File: src/rtl/vga_sync_receiver.sv
// -----------------------------------------------------------------------------
// vga_sync_receiver
//
// Recovers pixel/line position from an incoming VGA-style h/v sync pair and
// locks onto the timing once two consecutive vertical syncs agree with the
// expected frame geometry. A pixel is consumed on each clk where pix_en=1.
//
// Parameters:
//   H_TOTAL, H_ACTIVE, H_SYNC_START : horizontal geometry (pixels)
//   V_TOTAL, V_ACTIVE, V_SYNC_START : vertical geometry (lines)
//
// Ports:
//   clk            in   system clock, all flops on rising edge
//   reset          in   synchronous active-high reset
//   pix_en         in   pixel strobe
//   vga_h_sync_in  in   horizontal sync, active-low
//   vga_v_sync_in  in   vertical sync, active-low
//   RxCounterX     out  recovered pixel x (one pix_en behind the pins)
//   RxCounterY     out  recovered line y
//   rxDisplayArea  out  locked and inside the visible window
//   locked         out  FSM is in LOCKED
//   sync_err       out  one-clk pulse on a timing violation
//   frame_count    out  complete locked frames, modulo 256
//
// Optional feature: define VGA_RX_FRAMECNT_EN to build the frame counter;
// otherwise frame_count is tied to 0.
// -----------------------------------------------------------------------------
module vga_sync_receiver #(
  parameter int H_TOTAL      = 800,
  parameter int H_ACTIVE     = 640,
  parameter int H_SYNC_START = 656,
  parameter int V_TOTAL      = 525,
  parameter int V_ACTIVE     = 480,
  parameter int V_SYNC_START = 490
) (
  input  logic       clk,
  input  logic       reset,
  input  logic       pix_en,
  input  logic       vga_h_sync_in,
  input  logic       vga_v_sync_in,
  output logic [9:0] RxCounterX,
  output logic [9:0] RxCounterY,
  output logic       rxDisplayArea,
  output logic       locked,
  output logic       sync_err,
  output logic [7:0] frame_count
);

  typedef enum logic [1:0] {
    SEARCH = 2'b00,
    TRACK  = 2'b01,
    LOCKED = 2'b10
  } state_e;

  localparam int MW = (H_TOTAL > 2) ? $clog2(H_TOTAL) : 1;

  localparam logic [9:0]    X_LAST    = 10'(H_TOTAL - 1);
  localparam logic [9:0]    Y_LAST    = 10'(V_TOTAL - 1);
  localparam logic [9:0]    X_SYNC    = 10'(H_SYNC_START);
  localparam logic [9:0]    Y_SYNC    = 10'(V_SYNC_START);
  localparam logic [9:0]    X_ACT     = 10'(H_ACTIVE);
  localparam logic [9:0]    Y_ACT     = 10'(V_ACTIVE);
  localparam logic [MW-1:0] MISS_LAST = MW'(H_TOTAL - 1);

  state_e        state_q, state_d;
  logic          h_prev_q, h_prev_d;
  logic          v_prev_q, v_prev_d;
  logic [9:0]    x_q, x_d;
  logic [9:0]    y_q, y_d;
  logic [MW-1:0] miss_q, miss_d;      // consecutive pixels without an h edge
  logic          mism_q, mism_d;      // h mismatch seen during TRACK
  logic          locked_q, locked_d;
  logic          disp_q, disp_d;
  logic          err_q, err_d;

  logic       h_edge, v_edge;
  logic       x_wrap;
  logic [9:0] x_adv, y_adv;
  logic       h_bad, v_bad, miss_hit;

  // Leading edge: registered previous sample high, current pin low.
  assign h_edge = h_prev_q & ~vga_h_sync_in;
  assign v_edge = v_prev_q & ~vga_v_sync_in;

  // Free-running prediction of the position of the pixel now on the pins.
  assign x_wrap = (x_q == X_LAST);
  assign x_adv  = x_wrap ? 10'd0 : x_q + 10'd1;
  assign y_adv  = !x_wrap ? y_q : ((y_q == Y_LAST) ? 10'd0 : y_q + 10'd1);

  assign h_bad    = h_edge && (x_adv != X_SYNC);
  assign v_bad    = v_edge && (y_adv != Y_SYNC);
  // Without an edge on this pixel the run reaches H_TOTAL exactly when the
  // counter already holds H_TOTAL-1.
  assign miss_hit = !h_edge && (miss_q == MISS_LAST);

  always_comb begin
    // NOTE: every signal gets a default first so no path leaves it unassigned,
    // which would otherwise infer a latch.
    state_d  = state_q;
    h_prev_d = h_prev_q;
    v_prev_d = v_prev_q;
    x_d      = x_q;
    y_d      = y_q;
    miss_d   = miss_q;
    mism_d   = mism_q;
    locked_d = locked_q;
    disp_d   = disp_q;
    err_d    = 1'b0;   // pulse output: never held across idle clocks

    if (pix_en) begin
      h_prev_d = vga_h_sync_in;
      v_prev_d = vga_v_sync_in;
      x_d      = x_adv;
      y_d      = y_adv;
      miss_d   = h_edge ? '0 : ((miss_q == MISS_LAST) ? miss_q : miss_q + MW'(1));

      unique case (state_q)
        SEARCH: begin
          if (h_edge) x_d = X_SYNC;
          if (v_edge) begin
            y_d     = Y_SYNC;
            state_d = TRACK;
            mism_d  = 1'b0;
          end
        end
        TRACK: begin
          if (h_edge) x_d = X_SYNC;
          if (h_bad) mism_d = 1'b1;
          if (v_edge) begin
            if (!mism_q && !h_bad && !v_bad) begin
              state_d = LOCKED;
            end else begin
              state_d = SEARCH;
              err_d   = 1'b1;
            end
          end
        end
        LOCKED: begin
          // v check first; any single violation yields exactly one pulse.
          if (v_bad) begin
            state_d = SEARCH;
            err_d   = 1'b1;
          end else if (h_bad || miss_hit) begin
            state_d = SEARCH;
            err_d   = 1'b1;
          end
        end
        default: state_d = SEARCH;
      endcase

      locked_d = (state_d == LOCKED);
      disp_d   = (state_d == LOCKED) && (x_d < X_ACT) && (y_d < Y_ACT);
    end
  end

  always_ff @(posedge clk) begin
    // NOTE: sequential state is updated with non-blocking assignments only, so
    // every flop samples the pre-edge values regardless of statement order.
    if (reset) begin
      state_q  <= SEARCH;
      h_prev_q <= 1'b1;
      v_prev_q <= 1'b1;
      x_q      <= '0;
      y_q      <= '0;
      miss_q   <= '0;
      mism_q   <= 1'b0;
      locked_q <= 1'b0;
      disp_q   <= 1'b0;
      err_q    <= 1'b0;
    end else begin
      state_q  <= state_d;
      h_prev_q <= h_prev_d;
      v_prev_q <= v_prev_d;
      x_q      <= x_d;
      y_q      <= y_d;
      miss_q   <= miss_d;
      mism_q   <= mism_d;
      locked_q <= locked_d;
      disp_q   <= disp_d;
      err_q    <= err_d;
    end
  end

  assign RxCounterX    = x_q;
  assign RxCounterY    = y_q;
  assign rxDisplayArea = disp_q;
  assign locked        = locked_q;
  assign sync_err      = err_q;

`ifdef VGA_RX_FRAMECNT_EN
  logic [7:0] fc_q, fc_d;

  // A frame completes when y wraps from the last line while locked; losing
  // lock discards the count.
  always_comb begin
    fc_d = fc_q;
    if (pix_en) begin
      if (state_d == SEARCH)
        fc_d = 8'd0;
      else if (state_q == LOCKED && x_wrap && y_q == Y_LAST)
        fc_d = fc_q + 8'd1;
    end
  end

  always_ff @(posedge clk) begin
    if (reset) fc_q <= 8'd0;
    else       fc_q <= fc_d;
  end

  assign frame_count = fc_q;
`else
  assign frame_count = 8'd0;
`endif

endmodule

File: config.mk
export PLATFORM = sky130hd
export DESIGN_NAME = vga_sync_receiver
export DESIGN_NICKNAME = d
export VERILOG_FILES = /design/src/rtl/vga_sync_receiver.sv
export SDC_FILE = /design/constraint.sdc
export NUM_CORES = 1
export LEC_CHECK = 0
export BUFFER_PORTS_ARGS = -buffer_cell sky130_fd_sc_hd__buf_2
export CORE_UTILIZATION = 23
export DETAILED_ROUTE_END_ITERATION = 10
export PLACE_DENSITY = 0.47
export SYNTH_ARGS = -nofsm -noshare
export SYNTH_HDL_FRONTEND = slang
export SYNTH_SLANG_ARGS = --single-unit
File: constraint.sdc
create_clock -name clk -period 6.8 [get_ports clk]
set_input_delay 1.36 -clock clk [delete_from_list [all_inputs] [get_ports clk]]
set_output_delay 1.36 -clock clk [all_outputs]
set_load 0.05 [all_outputs]
==> impl_metrics.tcl <==
set metrics [dict create \
    status "finished, final reports clean" \
    via_count 2373 \
    die_w_um 107 \
    pwr-share-comb_pct 18.7 \
    relSlewSlack_pct 55.7 \
    leakagePower_nw 1.12 \
    grtUsageTotal_pct 11.8 \
    start_kind "register" \
    initial_core_util_pct 24.1 \
    ir_worst_vdd_mv 0.0753 \
    finalWeightedCongestion 0.776 \
    fin_nets 361 \
    cpPeakStageDelay_ps 530 \
    drt_iter0_drc 82 \
    final_area_um2 2810 \
    clkSinkCount 38 \
    worst_pin_slew_ps 660 \
    grt_max_degree 33 \
    core_region_area_um2 10500 \
    rr_startpoint "RxCounterX[0]" \
    maxCapViolations 0 \
    end_kind "register" \
    swShare_pct 32.7 \
    clock_latency_ps 290 \
    gr-total-overflow 0 \
    slew_violations 0 \
    p_int_uw 337 \
    hp-start "miss_q[1]" \
    avgSynthCellArea_um2 7.65 \
    crit_arrival_ps 3340 \
    ys_seq_elements 38 \
    ys_top_cells_by_area "dfxtp_1 30%, a21oi_1 5.3%, nand2_1 5.3%, nor2_1 5.3%, ha_1 4.4%" \
    hpwl_um 4760 \
    yosys.area.top_type "dfxtp_1" \
    post-route-drc-count 0 \
    cp_max_fo 12 \
    seq_power_share_pct 47.9 \
    critPathSlowestCell "o41ai_4" \
    synth_top_cell_area_share_pct 30.0 \
    async_reset_ff_share_pct 0 \
    synth_area_um2 2530 \
    nFillCells 1161 \
    multi_input_area_um2 1610 \
    core.rowCount 37 \
    die_h_um 107 \
    finalCriticalPeriod_ps 3120 \
    antenna_cells 0 \
    setup_violations 0 \
    io_pins 36 \
    first_pass_iters 4 \
    clk_pin_slew_ps 80 \
    ff_latch_area_um2 761 \
    cts_tree "done" \
    final_cells 484 \
    grt_pass1_vias 2211 \
    yosysSeqAreaShare_pct 30.0 \
    htreeDepth 2 \
    powerDensity_nw_per_um2 178 \
    critical_path.cell_chain "ha_1, and4_4, nand3_1, o41ai_4, nand4_4, a2111o_1, a2111o_1, a21oi_1" \
    finalCritPeriodShare_pct 45.8 \
    placedCellCount 476 \
    switching_power_uw 164 \
    dieArea_um2 11400 \
    synth_edf_count 0 \
    ys.flop_type "dfxtp_1" \
    postCtsHoldBufs 0 \
    cts_root_buf "clkbuf_8" \
    crit_type "reg -> reg" \
    port_buffers 27 \
    yosysWarnings 0 \
    crit_start "RxCounterX[0]" \
    rsz0062_at_grt "no" \
    finalSetupTns_ps 0 \
    clkPwrFrac_pct 33.4 \
    hold_viol_final 0 \
    hold_class "reg -> reg" \
    synth_cell_types 60 \
    required_ps 7020 \
    wl_per_cell_um 13.5 \
    vias_per_cell 4.90 \
    antenna_left 0 \
    grt_pass1_wl_um 10800 \
    skew_ps 6.57 \
    path_common_cell "a2111o_1" \
    cts.repair.resized 0 \
    antenna_found_initial 0 \
    layout-drive-gt1-share_pct 12.1 \
    fin_hold_ws_ps 472 \
    dpl_cell_area_um2 2720 \
    cts_setup_buffers 0 \
    fmax_mhz 321 \
    cts_buffers 5 \
    wl_um 6530 \
    syn_inst 331 \
    clock_path_buffers 2 \
    syn_to_final_growth_pct 11.0 \
]
==> state kept, by name, summed over array words and instances (netlist names), 2 cells and up <==
name / cells
RxCounterX: 10
state_q: 2
RxCounterY: 10
miss_q: 10
==> power by group through the flow <==
stage | Sequential (mW) | Combinational, mW | Clock (mW)
after floorplan | 0.258 | 0.0629 | 0
after global placement | 0.245 | 0.0936 | 0
after detailed placement | 0.245 | 0.0943 | 0
after CTS | 0.240 | 0.0946 | 0.177
after global routing | 0.241 | 0.103 | 0.186
final | 0.240 | 0.0937 | 0.167
==> area by class of cell <==
| cell class | count | area share, % |
|---|---|---|
| clock inverter | 2 | 0.445 |
| sequential | 38 | 27.1 |
| timing repair buffer | 27 | 4.81 |
| multi-input combinational | 264 | 57.2 |
| clock buffer | 6 | 2.94 |
| tap | 136 | 6.05 |
| inverter | 11 | 1.47 |
==> final timing paths <==
check	to	slack, ps	cells past startpoint
max	state_q[0]	3680	8
min	miss_q[1]	470	2
max reg2reg	state_q[0]	3680	8
min reg2reg	miss_q[1]	470	2
==> routing by layer <==
metal | vias to the layer above | share of wire (%) | GRT usage [%]
li1 | 1201 | - | -
met1 | 1097 | 49 | 16.0
met2 | 63 | 46 | 18.7
met3 | 12 | 3.7 | 1.95
met4 | 0 | 2.1 | 4.60
met5 | - | 0 | 0
==> cell usage after synthesis (all sizes together), types with 4 or more instances <==
| cell | count |
|---|---|
| and2 | 6 |
| nand2 | 36 |
| xnor2 | 4 |
| ha | 9 |
| a211oi | 5 |
| a21oi | 28 |
| nor2 | 36 |
| clkbuf | 10 |
| nor2b | 8 |
| nand3 | 18 |
| a21o | 4 |
| o21ai | 18 |
| nor3 | 15 |
| nand4 | 7 |
| and4 | 4 |
| dfxtp | 38 |
| and3 | 8 |
| inv | 11 |
| buf | 15 |
| xor2 | 10 |
==> critical path, delay by kind of cell (launching register included) <==
kind                     cells  cell delay [ps]
adder cells (fa/ha/maj)      1              330
AO/OA/AOI/OAI                4             1460
AND/OR/NAND/NOR              3              820
flip-flops                   1              430
==> stage by stage <==
step | total power [mW] | worst slack, ps | util (%)
6_report | 0.501 | 3680 | 26.8
4_1_cts | 0.511 | 3680 | 26.8
2_1_floorplan | 0.321 | 3760 | -
5_1_grt | 0.531 | 3450 | 26.8
3_3_place_gp | 0.338 | 3570 | 25.8
3_5_place_dp | 0.339 | 3480 | 25.8
==> cell usage in the layout (no fill, tap or decap), drive strengths merged, types with 6 or more instances in the layout <==
cell type and count:
a21oi 28, inv 11, nor2 36, ha 9, xor2 10, nand2 36
buf 27, nor3 15, nand3 18, clkbuf 6, and3 8, nand4 7
and2 6, conb 8, o21ai 18, nor2b 8, dfxtp 38
==> cells by family after synthesis <==
family / count (synthesis) / share of synthesized area (%)
AND/OR/NAND/NOR: 152 / 31.2
AO/OA/AOI/OAI: 80 / 21.4
buffers and inverters: 36 / 7.51
other: 1 / 0.148
adder cells (fa/ha/maj): 9 / 4.44
XOR/XNOR: 14 / 4.84
flip-flops: 38 / 30.0
multiplexers: 1 / 0.395
No activity file was read; power rests on OpenSTA's default activity.
